### config.mk
export PLATFORM = sky130hd
export DESIGN_NAME = byte_link_master_flat
export DESIGN_NICKNAME = d
export VERILOG_FILES = /design/src/rtl/byte_link_pkg.sv /design/src/rtl/byte_link_master_if.sv /design/src/rtl/byte_link_deser.sv /design/src/rtl/byte_link_master.sv /design/src/flat_wrapper.sv
export SDC_FILE = /design/constraint.sdc
export NUM_CORES = 1
export LEC_CHECK = 0
export BUFFER_PORTS_ARGS = -buffer_cell sky130_fd_sc_hd__buf_2
export CELL_PAD_IN_SITES_DETAIL_PLACEMENT = 1
export CELL_PAD_IN_SITES_GLOBAL_PLACEMENT = 1
export CORE_MARGIN = 3
export CORE_UTILIZATION = 30
export CTS_CLUSTER_SIZE = 24
export DETAILED_ROUTE_END_ITERATION = 12
export PLACE_DENSITY_LB_ADDON = 0.1
export SYNTH_ARGS = -nofsm -noshare
export SYNTH_HDL_FRONTEND = slang
export SYNTH_SLANG_ARGS = --single-unit
export TNS_END_PERCENT = 100
### constraint.sdc
create_clock -name clk -period 3 [get_ports clk]
set_clock_uncertainty 0.15 [all_clocks]
set_input_delay 0.45 -clock clk [delete_from_list [all_inputs] [get_ports clk]]
set_output_delay 0.45 -clock clk [all_outputs]
set_load 0.03 [all_outputs]
### src/rtl/byte_link_pkg.sv
// Shared definitions for the byte-serial link master.
// Holds the mode encodings, byte-count constants, the FSM state type and
// small helpers that turn a request mode/length into link byte counts.
package byte_link_pkg;

  localparam logic [1:0] MODE_AES_ENC = 2'd0;
  localparam logic [1:0] MODE_AES_DEC = 2'd1;
  localparam logic [1:0] MODE_SHA3    = 2'd2;  // 3 is also SHA3-256

  localparam logic [5:0] AES_TX_BYTES  = 6'd32;  // plaintext/cipher + key
  localparam logic [5:0] AES_RX_BYTES  = 6'd16;
  localparam logic [5:0] SHA_RX_BYTES  = 6'd32;
  localparam logic [5:0] SHA_MAX_BYTES = 6'd32;  // longest SHA message accepted

  typedef enum logic [2:0] {
    ST_IDLE,
    ST_SEND,
    ST_WAIT,
    ST_RECV,
    ST_DONE
  } state_t;

  function automatic logic is_aes(input logic [1:0] mode);
    return (mode == MODE_AES_ENC) || (mode == MODE_AES_DEC);
  endfunction

  function automatic logic is_sha(input logic [1:0] mode);
    return mode >= MODE_SHA3;
  endfunction

  // Bytes the crypto top returns for a given mode.
  function automatic logic [5:0] rx_bytes(input logic [1:0] mode);
    return is_aes(mode) ? AES_RX_BYTES : SHA_RX_BYTES;
  endfunction

  // Bytes pushed onto the link; AES always sends a full block plus key.
  function automatic logic [5:0] tx_bytes(input logic [1:0] mode, input logic [5:0] len);
    return is_aes(mode) ? AES_TX_BYTES : len;
  endfunction

endpackage

### src/rtl/byte_link_master_if.sv
// Signal bundle between the host, the link master and the crypto top.
//
// Handshake rules (request and response channels):
//   A transfer happens on a rising clk edge where valid and ready are both 1.
//   The source holds valid and its payload stable until that edge; ready may
//   change freely and never depends combinationally on valid.
//
// Groups:
//   req_*  host -> master request (valid/ready, mode, len, 256-bit data)
//   rsp_*  master -> host response (valid/ready, 256-bit data, err)
//   dut_*  master <-> crypto top byte link (data/start/mode out, odata/ovalid in)
// Modports: master = the link master, slave = host / crypto-top side.
interface byte_link_master_if;
  logic         req_valid;
  logic         req_ready;
  logic [1:0]   req_mode;
  logic [5:0]   req_len;
  logic [255:0] req_data;

  logic [7:0]   dut_data;
  logic         dut_start;
  logic [1:0]   dut_mode;
  logic [7:0]   dut_odata;
  logic         dut_ovalid;

  logic         rsp_valid;
  logic         rsp_ready;
  logic [255:0] rsp_data;
  logic         rsp_err;

  modport master (
    input  req_valid, req_mode, req_len, req_data,
    input  dut_odata, dut_ovalid,
    input  rsp_ready,
    output req_ready,
    output dut_data, dut_start, dut_mode,
    output rsp_valid, rsp_data, rsp_err
  );

  modport slave (
    output req_valid, req_mode, req_len, req_data,
    output dut_odata, dut_ovalid,
    output rsp_ready,
    input  req_ready,
    input  dut_data, dut_start, dut_mode,
    input  rsp_valid, rsp_data, rsp_err
  );
endinterface

### src/rtl/byte_link_deser.sv
// 256-bit byte collector: the n-th written byte lands at [8n+7:8n].
// Ports:
//   clk, rst_n  clock, asynchronous active-low reset
//   clr         zero the word and the count (wins over we)
//   we          write din at the current count and advance it
//   din         incoming byte
//   data        collected word
//   count       bytes collected so far (0..32)
module byte_link_deser (
  input  logic         clk,
  input  logic         rst_n,
  input  logic         clr,
  input  logic         we,
  input  logic [7:0]   din,
  output logic [255:0] data,
  output logic [5:0]   count
);

  always_ff @(posedge clk or negedge rst_n) begin
    if (!rst_n) begin
      data  <= '0;
      count <= '0;
    end else if (clr) begin
      data  <= '0;
      count <= '0;
    end else if (we && !count[5]) begin
      // count[5] set means the word is full; further bytes are dropped.
      data[{count[4:0], 3'b000} +: 8] <= din;
      count <= count + 6'd1;
    end
  end

endmodule

### src/rtl/byte_link_master.sv
// Host-side initiator for the crypto top's byte-serial link.
// Takes one parallel request (mode + up to 32 bytes), streams it onto the
// link with dut_start high, waits for the o_valid burst and returns it as a
// 256-bit response (byte k at [8k+7:8k]).
//
// Ports:
//   clk, rst_n  clock, asynchronous active-low reset (shared with crypto top)
//   bus         byte_link_master_if.master: req_*, rsp_*, dut_* groups
//   state_dbg   current FSM state
// Parameters:
//   TIMEOUT_CYC idle WAIT cycles before error (timeout build only)
//   TCW         timeout counter width, must hold TIMEOUT_CYC
// Build option:
//   BYTE_LINK_TIMEOUT_EN  when defined, WAIT gives up after TIMEOUT_CYC
//                         cycles without dut_ovalid and reports rsp_err.
module byte_link_master
  import byte_link_pkg::*;
#(
  parameter int TIMEOUT_CYC = 1023,
  parameter int TCW         = 10
) (
  input  logic               clk,
  input  logic               rst_n,
  byte_link_master_if.master bus,
  output state_t             state_dbg
);

  if (TIMEOUT_CYC < 1 || TIMEOUT_CYC >= (1 << TCW)) begin : g_bad_cfg
    $error("byte_link_master: TCW too narrow for TIMEOUT_CYC");
  end

  state_t       state_q, state_d;
  logic         req_ready_q;
  logic [7:0]   dut_data_q, dut_data_d;
  logic         dut_start_q, dut_start_d;
  logic [1:0]   dut_mode_q, dut_mode_d;
  logic         rsp_valid_q, rsp_valid_d;
  logic         rsp_err_q, rsp_err_d;
  logic [255:0] tx_shift_q, tx_shift_d;  // bytes still to send, next at top
  logic [5:0]   tx_left_q, tx_left_d;    // bytes after the one on dut_data
  logic [5:0]   rx_exp_q, rx_exp_d;

  logic         deser_clr, deser_we;
  logic [255:0] rx_data;
  logic [5:0]   rx_count;
  logic         accept, len_bad, tmo_hit;

  assign accept  = bus.req_valid && req_ready_q;
  assign len_bad = is_sha(bus.req_mode) &&
                   ((bus.req_len == 6'd0) || (bus.req_len > SHA_MAX_BYTES));

`ifdef BYTE_LINK_TIMEOUT_EN
  logic [TCW-1:0] tmo_cnt;

  // Held at zero outside WAIT, so every WAIT visit starts counting from 0.
  always_ff @(posedge clk or negedge rst_n) begin
    if (!rst_n)                 tmo_cnt <= '0;
    else if (state_q != ST_WAIT) tmo_cnt <= '0;
    else                         tmo_cnt <= tmo_cnt + TCW'(1);
  end

  assign tmo_hit = (state_q == ST_WAIT) && (tmo_cnt == TCW'(TIMEOUT_CYC - 1));
`else
  assign tmo_hit = 1'b0;
`endif

  byte_link_deser u_deser (
    .clk   (clk),
    .rst_n (rst_n),
    .clr   (deser_clr),
    .we    (deser_we),
    .din   (bus.dut_odata),
    .data  (rx_data),
    .count (rx_count)
  );

  always_comb begin
    state_d     = state_q;
    dut_data_d  = 8'h00;
    dut_start_d = 1'b0;
    dut_mode_d  = dut_mode_q;
    rsp_valid_d = rsp_valid_q;
    rsp_err_d   = rsp_err_q;
    tx_shift_d  = tx_shift_q;
    tx_left_d   = tx_left_q;
    rx_exp_d    = rx_exp_q;
    deser_clr   = 1'b0;
    deser_we    = 1'b0;

    case (state_q)
      ST_IDLE: begin
        if (accept) begin
          dut_mode_d = bus.req_mode;
          rx_exp_d   = rx_bytes(bus.req_mode);
          rsp_err_d  = 1'b0;
          deser_clr  = 1'b1;
          if (len_bad) begin
            rsp_err_d = 1'b1;
            state_d   = ST_DONE;
          end else begin
            // Byte 0 goes out on the accept edge itself.
            dut_start_d = 1'b1;
            dut_data_d  = bus.req_data[255:248];
            tx_shift_d  = {bus.req_data[247:0], 8'h00};
            tx_left_d   = tx_bytes(bus.req_mode, bus.req_len) - 6'd1;
            state_d     = ST_SEND;
          end
        end
      end

      ST_SEND: begin
        if (tx_left_q == 6'd0) begin
          state_d = ST_WAIT;
        end else begin
          dut_start_d = 1'b1;
          dut_data_d  = tx_shift_q[255:248];
          tx_shift_d  = {tx_shift_q[247:0], 8'h00};
          tx_left_d   = tx_left_q - 6'd1;
        end
      end

      ST_WAIT: begin
        if (bus.dut_ovalid) begin
          deser_we = 1'b1;
          state_d  = ST_RECV;
        end else if (tmo_hit) begin
          rsp_err_d = 1'b1;
          deser_clr = 1'b1;
          state_d   = ST_DONE;
        end
      end

      ST_RECV: begin
        if (bus.dut_ovalid) begin
          deser_we = 1'b1;
          if (rx_count + 6'd1 == rx_exp_q) state_d = ST_DONE;
        end else begin
          rsp_err_d = 1'b1;  // burst ended early
          state_d   = ST_DONE;
        end
      end

      ST_DONE: begin
        // First DONE cycle raises rsp_valid; payload is already settled.
        if (!rsp_valid_q) begin
          rsp_valid_d = 1'b1;
        end else if (bus.rsp_ready) begin
          rsp_valid_d = 1'b0;
          rsp_err_d   = 1'b0;
          dut_mode_d  = 2'd0;
          state_d     = ST_IDLE;
        end
      end

      default: state_d = ST_IDLE;
    endcase
  end

  always_ff @(posedge clk or negedge rst_n) begin
    if (!rst_n) begin
      state_q     <= ST_IDLE;
      req_ready_q <= 1'b0;
      dut_data_q  <= 8'h00;
      dut_start_q <= 1'b0;
      dut_mode_q  <= 2'd0;
      rsp_valid_q <= 1'b0;
      rsp_err_q   <= 1'b0;
      tx_shift_q  <= '0;
      tx_left_q   <= '0;
      rx_exp_q    <= '0;
    end else begin
      state_q     <= state_d;
      req_ready_q <= (state_d == ST_IDLE);
      dut_data_q  <= dut_data_d;
      dut_start_q <= dut_start_d;
      dut_mode_q  <= dut_mode_d;
      rsp_valid_q <= rsp_valid_d;
      rsp_err_q   <= rsp_err_d;
      tx_shift_q  <= tx_shift_d;
      tx_left_q   <= tx_left_d;
      rx_exp_q    <= rx_exp_d;
    end
  end

  assign bus.req_ready = req_ready_q;
  assign bus.dut_data  = dut_data_q;
  assign bus.dut_start = dut_start_q;
  assign bus.dut_mode  = dut_mode_q;
  assign bus.rsp_valid = rsp_valid_q;
  assign bus.rsp_err   = rsp_err_q;
  assign bus.rsp_data  = rx_data;
  assign state_dbg     = state_q;

endmodule

### src/flat_wrapper.sv
// flat-port wrapper written by rule: the top's interface ports become plain ports
module byte_link_master_flat import byte_link_pkg::*;
#(
  parameter int TIMEOUT_CYC = 1023,
  parameter int TCW         = 10
)
  (clk, rst_n, state_dbg, bus_req_valid, bus_req_mode, bus_req_len, bus_req_data, bus_dut_odata, bus_dut_ovalid, bus_rsp_ready, bus_req_ready, bus_dut_data, bus_dut_start, bus_dut_mode, bus_rsp_valid, bus_rsp_data, bus_rsp_err);
  byte_link_master_if bus_i ();
  input  logic clk;
  input  logic rst_n;
  output state_t state_dbg;
  input wire logic [$bits(bus_i.req_valid)-1:0] bus_req_valid;
  input wire logic [$bits(bus_i.req_mode)-1:0] bus_req_mode;
  input wire logic [$bits(bus_i.req_len)-1:0] bus_req_len;
  input wire logic [$bits(bus_i.req_data)-1:0] bus_req_data;
  input wire logic [$bits(bus_i.dut_odata)-1:0] bus_dut_odata;
  input wire logic [$bits(bus_i.dut_ovalid)-1:0] bus_dut_ovalid;
  input wire logic [$bits(bus_i.rsp_ready)-1:0] bus_rsp_ready;
  output wire logic [$bits(bus_i.req_ready)-1:0] bus_req_ready;
  output wire logic [$bits(bus_i.dut_data)-1:0] bus_dut_data;
  output wire logic [$bits(bus_i.dut_start)-1:0] bus_dut_start;
  output wire logic [$bits(bus_i.dut_mode)-1:0] bus_dut_mode;
  output wire logic [$bits(bus_i.rsp_valid)-1:0] bus_rsp_valid;
  output wire logic [$bits(bus_i.rsp_data)-1:0] bus_rsp_data;
  output wire logic [$bits(bus_i.rsp_err)-1:0] bus_rsp_err;
  assign bus_i.req_valid = bus_req_valid;
  assign bus_i.req_mode = bus_req_mode;
  assign bus_i.req_len = bus_req_len;
  assign bus_i.req_data = bus_req_data;
  assign bus_i.dut_odata = bus_dut_odata;
  assign bus_i.dut_ovalid = bus_dut_ovalid;
  assign bus_i.rsp_ready = bus_rsp_ready;
  assign bus_req_ready = bus_i.req_ready;
  assign bus_dut_data = bus_i.dut_data;
  assign bus_dut_start = bus_i.dut_start;
  assign bus_dut_mode = bus_i.dut_mode;
  assign bus_rsp_valid = bus_i.rsp_valid;
  assign bus_rsp_data = bus_i.rsp_data;
  assign bus_rsp_err = bus_i.rsp_err;
  byte_link_master #(.TIMEOUT_CYC(TIMEOUT_CYC), .TCW(TCW)) u_core (.clk(clk), .rst_n(rst_n), .bus(bus_i), .state_dbg(state_dbg));
endmodule
==> out/results.ini, run 1 <==
[cts]
clock_sinks=535
htree_num_levels=3
cts_made_buffers=66
clk_path_buf_depth=3
cts_tree=built
post_cts_buffers=0
clk_latency_ns=0.59
clkTransAtPathRegs_ns=0.06
cts.root.buffer_cell=clkbuf_16

[logic_synthesis]
avgSynthCellArea_um2=10.1
syn_nets=2532
synth.yosys.warnings=0
mappedNetlistArea_um2=22800
yosysUniqueCellTypes=66
ys_ff_latch=535
async_flop_share_pct=100
syn_inst=2249
synth_ff_type=dfrtp_1
yosysSeqAreaShare_pct=58.8
synth_edf_count=0

[floorplanning]
die_area_um2=79200
die_x_um=282
placementRows=100
die_y_um=282
io_pins=550
coreArea_um2=74800
initial_core_util_pct=30.4

[layout]
design_area_um2=31200
drive_above_1_share_pct=26.0
fin_nets=3267
areaGrowthSynthToFinish_pct=37.2

[route]
vias=20200
first_pass_iters=5
drt_iter0_drc=1102
routedWlPerCell_um=21.8
drt-vias-per-instance=5.04
post-route-drc-count=0
wirelength_mm=87.6
ant_nets=0

[global_routing]
grt_pass1_wl_mm=133
grt_overflow=0
grt-busiest-layer=met2
grtUsageMet3_pct=4.69
use_met1_pct=27.1
antenna_found_initial=15
grt_pass1_vias=21900
grt_use_met2_pct=37.4
grt_max_degree=143
grt_usage_pct=21.6

[placed_design]
globalplace.congestion=0.791
place_ws_ns=0.0687
port_buffers=549
dp_hpwl_mm=60.2
post_dp_cell_area_um2=26700

[sta]
hold_slack_ns=0.0274
finalSetupViolations=0
slew_violations=0
rsz0062_at_grt=yes
period_needed_ns=2.82
fin_setup_tns_ns=0
worst_pin_slew_ns=1.18
hold_violations=0
fin_crit_sh_pct=94.0
fmaxAchievable_mhz=355
maxSlewHeadroom_pct=20.9
post-route-worst-setup-slack_ns=0.180

[setup_path]
worstSetupStartpointType=flip-flop
crit_path_max_incr_delay_ns=0.53
cp_slowest_cell=nor2_2
worstPathArrival_ns=3.18
critPathRequiredTime_ns=3.36
crit_path_max_fanout=37
end_kind=flip-flop
setup.worst_path.class=flip-flop to flip-flop
crit_chain=inv_1 -> ha_1 -> or3b_1 -> mux2_2 -> a2bb2oi_4 -> nor2_2 -> mux2i_1

[power]
leakage_nw=14.3
power_density_nw_per_um2=843
ir_drop_mv=0.516

[hold_path]
hold_path_class=input pin to flip-flop

[run]
drv_cap=0

[outcome]
status=finished clean

[power by group]
| part | internal (mW) | total, mW | leakage [nW] | switching [mW] |
|---|---|---|---|---|
| Sequential | 8.95 | 9.99 | 6.61 | 1.04 |
| Clock | 4.84 | 8.08 | 1.08 | 3.24 |
| Combinational | 2.90 | 8.27 | 6.57 | 5.37 |
| Total | 16.7 | 26.3 | 14.3 | 9.65 |
[metrics by stage]
step | std cells | util [%] | power (mW)
after CTS | 4001 | 41.7 | 26.7
after floorplan | 2249 | - | 15.4
after detailed placement | 3660 | 35.7 | 18.2
final | 4012 | 41.7 | 26.3
after global placement | 3660 | 35.7 | 17.9
after global routing | 4010 | 41.7 | 28.1
[placed cells by master, fill, tap and decap left out, types with 46 or more instances in the layout]
cell type and n:
clkbuf_16 69, mux2i_1 137, dfrtp_1 535, dlygate4sd3_1 225, nand3_1 93, buf_4 46
o21ai_0 83, nor2_1 520, buf_2 548, nand2_1 197, o22ai_1 240
[path summary, 6_finish.rpt]
kind | start | endpoint | slack, ns | depth (start not counted)
setup reg to reg | u_core.u_deser.count[0] | u_core.u_deser.data[145] | 0.18 | 7
hold / removal | bus_req_data[92] | u_core.tx_shift_q[100] | 0.03 | 3
hold reg to reg | u_core.u_deser.data[244] | u_core.u_deser.data[244] | 0.33 | 1
max in group asynchronous | rst_n | u_core.tx_shift_q[47] | 1.47 | 3
min in group asynchronous | rst_n | u_core.u_deser.data[8] | 0.35 | 2
setup / recovery | u_core.u_deser.count[0] | u_core.u_deser.data[145] | 0.18 | 7
[cell usage after synthesis (3+ instances only)]
cell type | count | area [µm²]
a21oi_1 | 11 | 55.1
a22o_1 | 10 | 87.6
a311oi_1 | 3 | 26.3
a31o_2 | 33 | 289
a31oi_1 | 4 | 25.0
a32o_1 | 17 | 170
and2_1 | 5 | 31.3
and3_1 | 4 | 25.0
and4_1 | 4 | 35.0
buf_1 | 10 | 37.5
buf_2 | 58 | 290
buf_4 | 25 | 188
clkbuf_1 | 81 | 304
dfrtp_1 | 535 | 13400
ha_1 | 6 | 75.1
inv_1 | 7 | 26.3
mux2_2 | 4 | 45.0
mux2i_1 | 137 | 1370
nand2_1 | 197 | 739
nand2b_1 | 6 | 37.5
nand3_1 | 93 | 465
nand4_1 | 33 | 206
nor2_1 | 523 | 1960
nor2_2 | 5 | 31.3
nor2_4 | 8 | 90.1
nor2b_1 | 3 | 18.8
nor3_1 | 5 | 25.0
nor4_1 | 34 | 213
o211ai_1 | 12 | 90.1
o21ai_0 | 83 | 415
o22ai_1 | 240 | 1500
o31ai_1 | 3 | 22.5
or3_1 | 4 | 25.0
xnor2_1 | 4 | 35.0
xor2_1 | 3 | 26.3
[flip-flops by register name, summed over array words and instances, names as in the netlist, 2 cells and up]
signal	count
u_core.u_deser.data	256
u_core.tx_shift_q	248
u_core.bus.dut_data	8
u_core.tx_left_q	6
u_core.u_deser.count	6
u_core.state_dbg	3
u_core.bus.dut_mode	2
u_core.rx_exp_q	2
[worst max-delay path: cells and delay by family, from the launching register on]
family	cells	cell delay, ns
AO/OA/AOI/OAI	1	0.30
AND/OR/NAND/NOR	2	0.93
buffers and inverters	1	0.14
adder cells (fa/ha/maj)	1	0.28
multiplexers	2	0.57
flip-flops	1	0.37
[repair_timing]
action / 4_1_cts / 5_1_grt
hold buffers: 225 / 0
gates resized for setup: 0 / 3
endpoints found under the hold margin: 283 / 0
setup endpoints to repair: 0 / 50
[cells by family (layout without fill, tap and decap cells)]
family,count (synthesis),in the layout,synth area share [%]
AO/OA/AOI/OAI,438,438,12.8
AND/OR/NAND/NOR,941,941,17.8
other,0,11,0
flip-flops,535,535,58.8
adder cells (fa/ha/maj),6,6,0.330
multiplexers,141,141,6.22
buffers and inverters,181,964,3.71
XOR/XNOR,7,7,0.269
[cell type report]
class	instances	area, µm²
fillers	8563	43600
flip-flops and latches	535	13400
multi-input cells	1533	8610
repair buffers	841	5780
clock buffers	102	2030
well taps	969	1210
clock inverters	14	171
diodes	11	27.5
inverters	7	26.3
[per-layer routing]
metal / share of wire, % / routed length, µm
met5: 0.059 / 52
met4: 2.9 / 2550
met3: 5.2 / 4520
met2: 50 / 44000
met1: 42 / 36600
Note: power is estimated with default switching activity, not from simulation.
==> run 2: changes to the inputs <==
- ABC_CLOCK_PERIOD_IN_PS: unset -> 3000
- CORE_UTILIZATION: 30 -> 25
- SYNTH_HIERARCHICAL: unset -> 1
==> out/results.ini, run 2 <==
[outcome]
status=finished clean

[route]
ant_nets=0  ; unchanged
drt-vias-per-instance=5.07  ; +0.57%
first_pass_iters=5  ; unchanged
routedWlPerCell_um=24.6  ; +13%
post-route-drc-count=0  ; unchanged
wirelength_mm=103  ; +17%
drt_iter0_drc=1320  ; +20%
vias=21200  ; +4.9%

[cts]
clock_sinks=535  ; unchanged
cts_made_buffers=69  ; +4.5%
htree_num_levels=3  ; unchanged
clk_latency_ns=0.63  ; +0.04 ns
cts.root.buffer_cell=clkbuf_16
clk_path_buf_depth=3  ; unchanged
post_cts_buffers=0  ; unchanged
clkTransAtPathRegs_ns=0.06  ; about the same
cts_tree=built

[run]
drv_cap=0  ; unchanged

[logic_synthesis]
synth_edf_count=0  ; unchanged
yosysSeqAreaShare_pct=55.6  ; -3.2 points
yosys.cell_count.top_type=dfrtp_1
synth_ff_type=dfrtp_1
yosysUniqueCellTypes=82  ; +24%
synth_top_cell_by_area=dfrtp_1
syn_inst=2030  ; -9.7%
async_flop_share_pct=100  ; unchanged
yosysTopAreaCellShare_pct=55.6  ; -3.2 points
mappedNetlistArea_um2=24100  ; +5.8%
synth_area_leaders=dfrtp_1 (56%), o221a_2 (11%), or3_1 (6.4%)
avgSynthCellArea_um2=11.9  ; +17%
ys_ff_latch=535  ; unchanged
syn_nets=2313  ; -8.6%
synth.yosys.warnings=6  ; +6
synth_common_cells=dfrtp_1 (535), or3_1 (247), o221a_2 (240)

[power]
pwr-share-comb_pct=40.1  ; +8.7 points
seqPwrFrac_pct=32.8  ; -5.1 points
switching_share_pct=36.8  ; +0.13 points
p_int_mw=19.5  ; +17%
ir_drop_mv=0.477  ; -7.6%
p_sw_mw=11.3  ; +17%
leakage_nw=15.1  ; +5.8%
power_density_nw_per_um2=914  ; +8.4%
pwr-share-clk_pct=27.2  ; -3.5 points

[layout]
layout_commonest_cell=buf_2
largest_reg_flops=256  ; unchanged
areaGrowthSynthToFinish_pct=39.9
top_register=u_core/u_deser/data
fin_nets=3136  ; -4.0%
fin_util_pct=35.4  ; -6.4 points
drive_above_1_share_pct=37.7  ; +12 points
design_area_um2=33700  ; +7.9%
final_cell_count_no_fill=4185  ; +4.3%
final_cell_mix=buf_2 (548), dfrtp_1 (535), dlygate4sd3_1 (259), or3_1 (247), o221a_2 (240)

[setup_path]
cpMostUsedCell=buf_4
crit_path_start=u_core/u_deser/count[0]
critPathRequiredTime_ns=3.41  ; +0.05 ns
setup.worst_path.class=flip-flop to flip-flop
r2r-start=u_core/u_deser/count[0]
crit_chain=inv_1 -> ha_1 -> buf_4 -> nand2b_1 -> o41ai_2 -> buf_4 -> and2_1 -> a32o_1
crit_path_max_incr_delay_ns=0.66  ; +0.13 ns
end_kind=flip-flop
crit_path_max_fanout=18  ; -51%
worstSetupStartpointType=flip-flop
cp_slowest_cell=o41ai_2
worstPathArrival_ns=3.26  ; +0.08 ns

[sta]
rsz0062_at_grt=no
fin_crit_sh_pct=94.9  ; +0.93 points
period_needed_ns=2.85  ; +0.0279 ns
slew_violations=0  ; unchanged
worst_pin_slew_ns=1.09  ; -0.0950 ns
maxSlewHeadroom_pct=27.2  ; +6.3 points
fmaxAchievable_mhz=351  ; -0.98%
hold_violations=0  ; unchanged
finalSetupViolations=0  ; unchanged
fin_setup_tns_ns=0  ; unchanged

[global_routing]
grt_pass1_vias=23100  ; +5.4%
grt_pass1_wl_mm=153  ; +15%
grt_usage_pct=20.1  ; -1.5 points
grt_overflow=0  ; unchanged
antenna_found_initial=22  ; +7
grt_max_degree=103  ; -28%

[floorplanning]
coreArea_um2=95300  ; +27%
die_area_um2=100000  ; +26%
initial_core_util_pct=25.3  ; -5.1 points
placementRows=113  ; +13%
die_x_um=316  ; +12%
die_y_um=316  ; +12%
io_pins=550  ; unchanged

[hold_path]
hold_path_class=input pin to flip-flop
min_from=bus_dut_odata[1]

[placed_design]
dp_hpwl_mm=71.9  ; +20%
post_dp_cell_area_um2=28800  ; +7.7%
globalplace.congestion=0.833  ; +5.4%
dp_cells=3788  ; +3.5%
port_buffers=549  ; unchanged

## run 2: repair_timing
item,in CTS,in global routing
cloned,0,0
setup endpoints to repair,1,1
resized for setup,1,1
hold buffers,259,0
hold endpoints to repair,315,0
## run 2: critical path, delay by kind of cell, from the launching register on
| family | cells | cell delay (ns) |
|---|---|---|
| AOI/OAI and AO/OA | 2 | 0.89 |
| buffers and inverters | 3 | 0.56 |
| and+or+nand+nor | 2 | 0.61 |
| adders and majority gates | 1 | 0.22 |
| DFF | 1 | 0.35 |
## run 2: per-stage QoR
stage | hold WS [ns] | setup WS (ns) | total power, mW
4_1_cts | 0.0146 | 0.188 | 31.2
2_1_floorplan | 0.00441 | 0.0307 | 18.1
3_3_place_gp | 0.261 | -0.198 | 22.0
6_report | 0.0798 | 0.152 | 30.8
3_5_place_dp | 0.264 | -0.181 | 22.2
5_1_grt | 0.0290 | 0.0447 | 32.7
## run 2: metal layers
| metal | wire length, µm | share of wire, % | track usage (%) |
|---|---|---|---|
| met1 | 45400 | 44 | 26.8 |
| met2 | 47900 | 46 | 32.1 |
| met3 | 6840 | 6.6 | 5.42 |
| met4 | 2810 | 2.7 | 5.94 |
| met5 | 49 | 0.048 | 0 |
## run 2: cells by family after synthesis
kind of cell | count (synthesis) | share of synthesized area, %
AOI/OAI and AO/OA | 529 | 20.8
xor gates and xnor gates | 6 | 0.218
adders and majority gates | 6 | 0.312
buffers and inverters | 235 | 4.62
DFF | 535 | 55.6
muxes | 94 | 4.01
and+or+nand+nor | 625 | 14.5
## run 2: layout make-up
class	instances	area (µm²)
inverter	44	166
antenna	13	32.5
clock inverter	19	209
timing repair buffer	943	6630
fill	10500	61600
sequential	535	13400
tap	1265	1580
multi-input combinational	1260	9640
clock buffer	106	2070
## run 2: worst paths after layout
path	to	slack, ns	cells after the start
max in group asynchronous	u_core/u_deser/data[180]	1.57	4
min reg2reg	u_core/u_deser/data[239]	0.33	1
max	u_core/u_deser/data[141]	0.15	8
min in group asynchronous	u_core/tx_shift_q[222]	0.19	2
max reg2reg	u_core/u_deser/data[141]	0.15	8
min	u_core/u_deser/data[129]	0.08	3
## run 2: power by group through the flow
stage | combinational (mW) | sequential [mW] | clock, mW
floorplan | 8.01 | 10.0 | 0
global route | 13.5 | 10.3 | 8.95
detailed placement | 12.0 | 10.2 | 0
CTS | 12.4 | 10.1 | 8.68
finish | 12.3 | 10.1 | 8.37
global placement | 11.9 | 10.2 | 0
